--- config.mk ---
export PLATFORM = sky130hd
export DESIGN_NAME = clk_div_ctrl
export DESIGN_NICKNAME = d
export VERILOG_FILES = /design/src/rtl/clk_div_pkg.sv /design/src/rtl/clk_div_core.sv /design/src/rtl/clk_div_ctrl.sv
export SDC_FILE = /design/constraint.sdc
export NUM_CORES = 1
export LEC_CHECK = 0
export ABC_AREA = 0
export BUFFER_PORTS_ARGS = -buffer_cell sky130_fd_sc_hd__buf_2
export CAP_MARGIN = 0
export CORE_MARGIN = 3
export CORE_UTILIZATION = 35
export DETAILED_ROUTE_END_ITERATION = 10
export SLEW_MARGIN = 40
export SYNTH_ARGS = -nofsm -noshare
export SYNTH_HDL_FRONTEND = slang
export SYNTH_HIERARCHICAL = 1
export SYNTH_SLANG_ARGS = --single-unit
--- constraint.sdc ---
create_clock -name clk -period 7.5 [get_ports clk]
set_clock_uncertainty 0.05 [all_clocks]
set_input_delay 0.375 -clock clk [delete_from_list [all_inputs] [get_ports clk]]
set_output_delay 0.375 -clock clk [all_outputs]
set_load 0.03 [all_outputs]
--- src/rtl/clk_div_pkg.sv ---
// Shared definitions for the divided-clock controller: FSM encoding and default width.
// Used by clk_div_ctrl (FSM, handshake) and clk_div_core (counter/toggle datapath).
package clk_div_pkg;

  localparam int CW_DEFAULT = 4;

  typedef enum logic [1:0] {
    ST_IDLE = 2'd0,
    ST_RUN  = 2'd1,
    ST_PEND = 2'd2
  } div_state_e;

endpackage

--- src/rtl/clk_div_core.sv ---
// Half-period counter and registered clock toggle; o_tc is combinational, outputs update one edge later.
// No backpressure: i_load wins over counting and restarts a low phase with i_half.
module clk_div_core
  import clk_div_pkg::*;
#(
  parameter int CW = CW_DEFAULT
) (
  input  logic          clk,
  input  logic          rst_n,
  input  logic          i_load,
  input  logic [CW-1:0] i_half,
  input  logic          i_tick,
  output logic          o_clk,
  output logic          o_rise,
  output logic          o_fall,
  output logic          o_tc,
  output logic [CW-1:0] o_cur_half
);

  logic [CW-1:0] r_cnt;
  logic [CW-1:0] r_cur_half;
  logic          r_clk;
  logic          r_rise;
  logic          r_fall;
  logic          w_tc;

  assign w_tc = i_tick && (r_cur_half != '0) && (r_cnt == (r_cur_half - CW'(1)));

  always_ff @(posedge clk or negedge rst_n) begin
    if (!rst_n) begin
      r_cnt      <= '0;
      r_cur_half <= '0;
      r_clk      <= 1'b0;
      r_rise     <= 1'b0;
      r_fall     <= 1'b0;
    end else if (i_load) begin
      // Loads only happen from IDLE (clock low) or on a high->low terminal count.
      r_cur_half <= i_half;
      r_cnt      <= '0;
      r_clk      <= 1'b0;
      r_rise     <= 1'b0;
      r_fall     <= r_clk;
    end else if (w_tc) begin
      r_cnt  <= '0;
      r_clk  <= ~r_clk;
      r_rise <= ~r_clk;
      r_fall <= r_clk;
    end else begin
      if (i_tick) begin
        r_cnt <= r_cnt + CW'(1);
      end
      r_rise <= 1'b0;
      r_fall <= 1'b0;
    end
  end

  assign o_clk      = r_clk;
  assign o_rise     = r_rise;
  assign o_fall     = r_fall;
  assign o_tc       = w_tc;
  assign o_cur_half = r_cur_half;

endmodule

--- src/rtl/clk_div_ctrl.sv ---
// Divided-clock controller: active one cycle after an IDLE accept, first rise cur_half cycles later.
// cfg_ready drops while a new ratio is pending and returns on the falling edge that applies it.
module clk_div_ctrl
  import clk_div_pkg::*;
#(
  parameter int CW = CW_DEFAULT
) (
  input  logic          clk,
  input  logic          rst_n,
  input  logic          cfg_valid,
  output logic          cfg_ready,
  input  logic [CW-1:0] cfg_half,
  output logic          out_clk,
  output logic          out_rise,
  output logic          out_fall,
  output logic          active,
  output logic [CW-1:0] cur_half
);

  div_state_e    r_state;
  logic [CW-1:0] r_pend_half;
  logic          r_ready;
  logic          r_active;

  logic          w_accept;
  logic          w_tc;
  logic          w_out_clk;
  logic          w_switch;
  logic          w_load;
  logic          w_tick;
  logic [CW-1:0] w_load_half;

  assign w_accept    = cfg_valid && r_ready;
  // Pending ratio is only applied on a high->low terminal count.
  assign w_switch    = (r_state == ST_PEND) && w_tc && w_out_clk;
  assign w_load      = ((r_state == ST_IDLE) && w_accept && (cfg_half != '0)) || w_switch;
  assign w_load_half = (r_state == ST_PEND) ? r_pend_half : cfg_half;
  assign w_tick      = (r_state != ST_IDLE);

  always_ff @(posedge clk or negedge rst_n) begin
    if (!rst_n) begin
      r_state     <= ST_IDLE;
      r_pend_half <= '0;
      r_ready     <= 1'b1;
      r_active    <= 1'b0;
    end else begin
      case (r_state)
        ST_IDLE: begin
          if (w_accept && (cfg_half != '0)) begin
            r_state  <= ST_RUN;
            r_active <= 1'b1;
          end
        end
        ST_RUN: begin
          if (w_accept) begin
            r_pend_half <= cfg_half;
            r_state     <= ST_PEND;
            r_ready     <= 1'b0;
          end
        end
        ST_PEND: begin
          if (w_switch) begin
            r_pend_half <= '0;
            r_ready     <= 1'b1;
            if (r_pend_half != '0) begin
              r_state <= ST_RUN;
            end else begin
              r_state  <= ST_IDLE;
              r_active <= 1'b0;
            end
          end
        end
        default: begin
          r_state     <= ST_IDLE;
          r_pend_half <= '0;
          r_ready     <= 1'b1;
          r_active    <= 1'b0;
        end
      endcase
    end
  end

  clk_div_core #(
    .CW (CW)
  ) u_core (
    .clk        (clk),
    .rst_n      (rst_n),
    .i_load     (w_load),
    .i_half     (w_load_half),
    .i_tick     (w_tick),
    .o_clk      (w_out_clk),
    .o_rise     (out_rise),
    .o_fall     (out_fall),
    .o_tc       (w_tc),
    .o_cur_half (cur_half)
  );

  assign out_clk   = w_out_clk;
  assign cfg_ready = r_ready;
  assign active    = r_active;

endmodule
# Yosys cells after proc, flatten, opt, wreduce, memory -nomap -nowiden
# Index checks and enable logic that the tools add are counted.
# totals
reg_bits	19
word_cells	65
in_bits	7
# op_classes
bitwise	3
eq_ne	7
n_reduce_logical	19
add_sub_neg	2
mux	25
# ops
operator	n
two-way mux 4 bit	6
two-way mux 1 bit	12
one-hot mux 4 bit (3 select lines)	1
nonzero test 4 bit	3
logical AND 1 bit	8
two-way mux 2 bit	3
!= test 2 bit (second input constant)	3
one-hot mux 1 bit (3 select lines)	2
one-hot mux 2 bit (3 select lines)	1
AND reduction 3 bit	2
adder 4 x 1 -> 4 bit (second input constant)	1
equality test 4 bit	1
AND reduction 4 bit	1
nonzero test 2 bit	2
subtractor 4 x 1 -> 4 bit (second input constant)	1
NOT 1 bit	3
nonzero test 3 bit	1
equality test 2 x 1 -> 1 bit (second input constant)	1
equality test 2 bit (second input constant)	1
zero test 2 bit	1
!= test 2 x 1 -> 1 bit (second input constant)	1
logical OR 1 bit	1

# Depth between registers and ports, before layout
# depth
word_depth	7
mapped_depth	10
mapped_depth_nobuf	9

# Cells and area by module
# The synthesis kept the hierarchy.
# by_module_without_submodules
module	cells_each	area_per_inst_um2	instances
clk_div_core	49	564.3	1
clk_div_ctrl	43	450.4	1

# Worst setup path after synthesis
# OpenSTA, ideal clock, no wires.
# synth_path
path_kind	register to register
from	register u_core.r_cur_half[0] (netlist: u_core/o_cur_half[0])
to	register u_core.r_cnt[1]
synth_period_minus_slack_ns	2.798
stages_incl_launch_ff	11
path_slack_ns	4.702
n_path_buf	1
t_arrival_ns	2.603
required_ns	7.305
cell_sequence	dfrtp_1 > inv_1 > ha_1 > xor2_1 > nand4_1 > nor3_4 > nand3_1 > a21oi_1 > clkbuf_1 > nand3b_1 > o32ai_1
# synth_via
elab_chain_len	7
# synth_rtl
element	line	rtl
from (decl)	clk_div_core.sv:21	logic [CW-1:0] r_cur_half;
from (signal assigned)	clk_div_core.sv:38	r_cur_half <= i_half;
subtractor 4 x 1 -> 4 bit or nonzero test 4 bit (tied branches)	clk_div_core.sv:27	assign w_tc = i_tick && (r_cur_half != '0) && (r_cnt == (r_cur_half - CW'(1)));
equality test 4 bit or logical AND 1 bit (tied branches)	clk_div_core.sv:27	
logical AND 1 bit (*)	clk_div_core.sv:27	
named net w_tc	clk_div_ctrl.sv:26	logic w_tc;
logical AND 1 bit (*) (2 in a row)	clk_div_ctrl.sv:35	assign w_switch = (r_state == ST_PEND) && w_tc && w_out_clk;
logical OR 1 bit (*)	clk_div_ctrl.sv:36	assign w_load = ((r_state == ST_IDLE) && w_accept && (cfg_half != '0)) || w_switch;
named net w_load	clk_div_ctrl.sv:29	logic w_load;
nonzero test 3 bit (no line) or two-way mux 4 bit (tied branches)	n/a	
to (signal assigned)	clk_div_core.sv:50	r_cnt <= r_cnt + CW'(1);
to (decl)	clk_div_core.sv:20	logic [CW-1:0] r_cnt;
# Mark *: on every way through the listed nets, which the timed path passes. The rest lies on a longest branch.
# A chain may end at the register's enable or synchronous reset.

# Worst setup path in the final report
# layout_path
from	register u_core.r_cur_half[0] (netlist: u_core/o_cur_half[0])
to	register u_core.r_cur_half[2] (netlist: u_core/o_cur_half[2])
# layout_via
elab_chain_len	6
# layout_rtl
element	line
subtractor 4 x 1 -> 4 bit or nonzero test 4 bit (tied branches)	clk_div_core.sv:27
equality test 4 bit or logical AND 1 bit (tied branches)	clk_div_core.sv:27
logical AND 1 bit (*)	clk_div_core.sv:27
named net w_tc	clk_div_ctrl.sv:26
logical AND 1 bit (*) (2 in a row)	clk_div_ctrl.sv:35
logical OR 1 bit (*)	clk_div_ctrl.sv:36
named net w_load	clk_div_ctrl.sv:29
# Marked as above.

==> results.json <==
{
  "outcome": "completed",
  "grt_util_all_layers_pct": 12.1,
  "port_buffers": 15,
  "drt-total-wl_um": 1900,
  "synth-xor-area-share_pct": 7.77,
  "clkTransAtPathRegs_ns": 0.10,
  "seqPwrFrac_pct": 49.4,
  "fp.dieW_um": 59.8,
  "ir_drop_mv": 0.145,
  "path_delay_family": "simple AND/OR/NAND/NOR gates",
  "ios": 16,
  "hold_path.class": "input pin to flop",
  "cts_made_buffers": 3,
  "synth_cell_type_count": 34,
  "met2_usage_pct": 18.2,
  "final_cells": 139,
  "period_share_pct": 39.0,
  "tritoncts": "yes",
  "grt_start_max_net_pins": 20,
  "antenna_cells": 0,
  "min_period_ns": 2.93,
  "dieArea_sq_um": 3580,
  "grt.overflow.total": 0,
  "power_density_nw_per_um2": 247,
  "required_ns": 7.63,
  "postLayoutCoreUtil_pct": 44.2,
  "place_ws_ns": 4.38,
  "drtAntennaViolNets": 0,
  "critical_path_buf_inv_count": 1,
  "p_clk_share_pct": 17.6,
  "internal_power_mw": 0.183,
  "cpPeakStageDelay_ns": 0.54,
  "slew_viol_final": 0,
  "synth-seq-cells": 19,
  "clkLatencyLatePin_ns": 0.29,
  "setup_viol_count_final": 0,
  "placed_area_sq_um": 1110,
  "rsz0062_at_grt": "no",
  "tightest_slew_ns": 0.545,
  "crit_fanout": 14,
  "vias_per_cell": 5.21,
  "fp.dieH_um": 59.8,
  "cts.sinks": 19,
  "grt_pass1_vias": 711,
  "synth-edff-count": 0,
  "initial_core_util_pct": 38.8,
  "syn_inst": 92,
  "antenna_found_initial": 0,
  "core.rowCount": 18,
  "end_kind": "flop",
  "clockBufferDepth": 2,
  "cts_setup_buffers": 0,
  "use_met1_pct": 17.1,
  "ctsResizeCount": 0,
  "syn-num-nets": 102,
  "fp.coreArea_sq_um": 2610,
  "startpoint_type": "flop",
  "ys_dominant_reg_cell": "dfrtp_1",
  "synth_compound_area_share_pct": 11.7,
  "yosys-mux-area-fraction_pct": 8.14,
  "design_area_sq_um": 1150,
  "hold_violations": 0,
  "dp_hpwl_um": 1440,
  "drc": 0,
  "slew_headroom_pct": 63.7,
  "cap_violations": 0,
  "grt_use_met3_pct": 2.16,
  "synthAdderAreaFrac_pct": 3.70,
  "synth.avg_cell_area_sq_um": 11.0,
  "nNetsFinal": 120,
  "top_usage_layer": "met2",
  "yosysSeqAreaShare_pct": 47.0,
  "ys_async_sr_fraction_pct": 100,
  "fin_ws_ns": 4.57,
  "gp_congestion": 0.797,
  "syn_area_sq_um": 1010,
  "p_sw_mw": 0.102,
  "cp_cell_sequence": "inv_1 -> ha_1 -> xor2_1 -> nand4_1 -> nor3_4 -> nand3_1 -> a21oi_2 -> mux2_2",
  "crit_type": "flop to flop",
  "crit_arrival_ns": 3.06,
  "p_leak_nw": 0.506,
  "drt-wirelength-per-cell_um": 13.7,
  "cts_root_buffer": "clkbuf_4",
  "grt_pass1_wl_um": 3240,
  "fillerInstances": 244,
  "hold_buffers": 1,
  "drive_gt1_share_pct": 27.5,
  "slowest_stage": "a21oi_2",
  "dr.pass1.iters": 4,
  "dp.cells": 134,
  "switching_share_pct": 35.6,
  "p_comb_share_pct": 33.0,
  "synth_top_family_by_area": "simple AND/OR/NAND/NOR gates",
  "htree_levels": 1,
  "drt_iter0_drc": 6,
  "yosysWarnings": 6,
  "fin_setup_tns_ns": 0,
  "vias": 724,
  "area.growth.synth_to_final_pct": 13.7,
  "fmax_mhz": 341,
  "synthSimpleGateAreaFrac_pct": 18.5
}
-- metal layers --
| layer | up-vias | part of all wire, % |
|---|---|---|
| met2 | 9 | 45 |
| met3 | 2 | 3.6 |
| met1 | 348 | 50 |
| li1 | 365 | - |
| met5 | - | 0 |
| met4 | 0 | 0.74 |
-- final timing paths --
path / slack (ns) / cells after the start / end / startpoint
hold / removal: 0.29 / 2 / r_pend_half[3]$_DFFE_PN0P_ / cfg_half[3]
hold reg to reg: 0.44 / 2 / cfg_ready$_DFFE_PN1P_ / cfg_ready$_DFFE_PN1P_
max in group asynchronous: 6.58 / 2 / cfg_ready$_DFFE_PN1P_ / rst_n
setup reg to reg: 4.57 / 8 / u_core/o_cur_half[2]$_DFFE_PN0P_ / u_core/o_cur_half[0]$_DFFE_PN0P_
setup / recovery: 4.57 / 8 / u_core/o_cur_half[2]$_DFFE_PN0P_ / u_core/o_cur_half[0]$_DFFE_PN0P_
min in group asynchronous: 0.49 / 2 / active$_DFFE_PN0P_ / rst_n
-- registers in the layout, indices dropped and copies added, names as in the netlist --
register,count
active,1
cfg_ready,1
r_pend_half,4
r_state,2
u_core/o_clk,1
u_core/o_cur_half,4
u_core/o_fall,1
u_core/o_rise,1
u_core/r_cnt,4
-- layout by cell type (no fill, tap or decap), types with 2 or more instances in the layout --
master    count
xor2_1        4
a32o_1        4
inv_1         5
nor2b_1       2
a21oi_1       4
ha_1          3
mux2_1        4
nand2_1       7
nand3b_1      2
nor3_1        4
o21ai_0       3
buf_2        15
dfrtp_1      18
mux2_2        2
xnor2_1       5
clkbuf_4      3
nand4_1       3
o211ai_1      2
-- power by group through the flow --
stage | sequential, mW | clock (mW) | combinational, mW
after global routing | 0.144 | 0.0582 | 0.107
after global placement | 0.143 | 0 | 0.0940
after floorplan | 0.150 | 0 | 0.0637
after CTS | 0.141 | 0.0531 | 0.0952
final | 0.141 | 0.0502 | 0.0940
after detailed placement | 0.142 | 0 | 0.0949
-- cell families after synthesis --
group,after synthesis
compound gates,17
xor+xnor,9
fa+ha+maj,3
buf+inv,8
flops,19
mux,7
simple gates,29
-- final cells by class --
class | count | area, sq um | area share [%]
multi-input combinational | 65 | 509 | 44.1
inverter | 5 | 18.8 | 1.63
clock buffer | 4 | 26.3 | 2.28
tap | 30 | 37.5 | 3.25
timing repair buffer | 16 | 85.1 | 7.38
sequential | 19 | 477 | 41.3
-- Yosys cell counts (2+ instances only) --
cell type	instances	area (sq um)
ha_1	3	37.5
o21ai_0	3	15.0
xor2_1	4	35.0
a21oi_1	5	25.0
nor2b_1	2	12.5
nor3_1	4	20.0
inv_1	5	18.8
nand2_1	7	26.3
o211ai_1	2	15.0
a32o_1	4	40.0
xnor2_1	5	43.8
buf_2	2	10.0
nand3b_1	2	15.0
dfrtp_1	18	450
mux2_1	4	45.0
mux2_2	2	22.5
nand4_1	3	18.8
-- worst reg2reg max path: stages, from the launching register on --
cell,delay (ns)
dfrtp_1,0.41
inv_1,0.09
ha_1,0.31
xor2_1,0.15
nand4_1,0.16
nor3_4,0.42
nand3_1,0.31
a21oi_2,0.54
mux2_2,0.40
-- through the flow --
step / hold slack [ns] / power, mW
finish: 0.290 / 0.285
global route: 0.284 / 0.309
CTS: 0.276 / 0.289
detailed placement: 0.289 / 0.237
global placement: 0.289 / 0.237
floorplan: 0.0294 / 0.213
No activity file was read; power rests on OpenSTA's default activity.
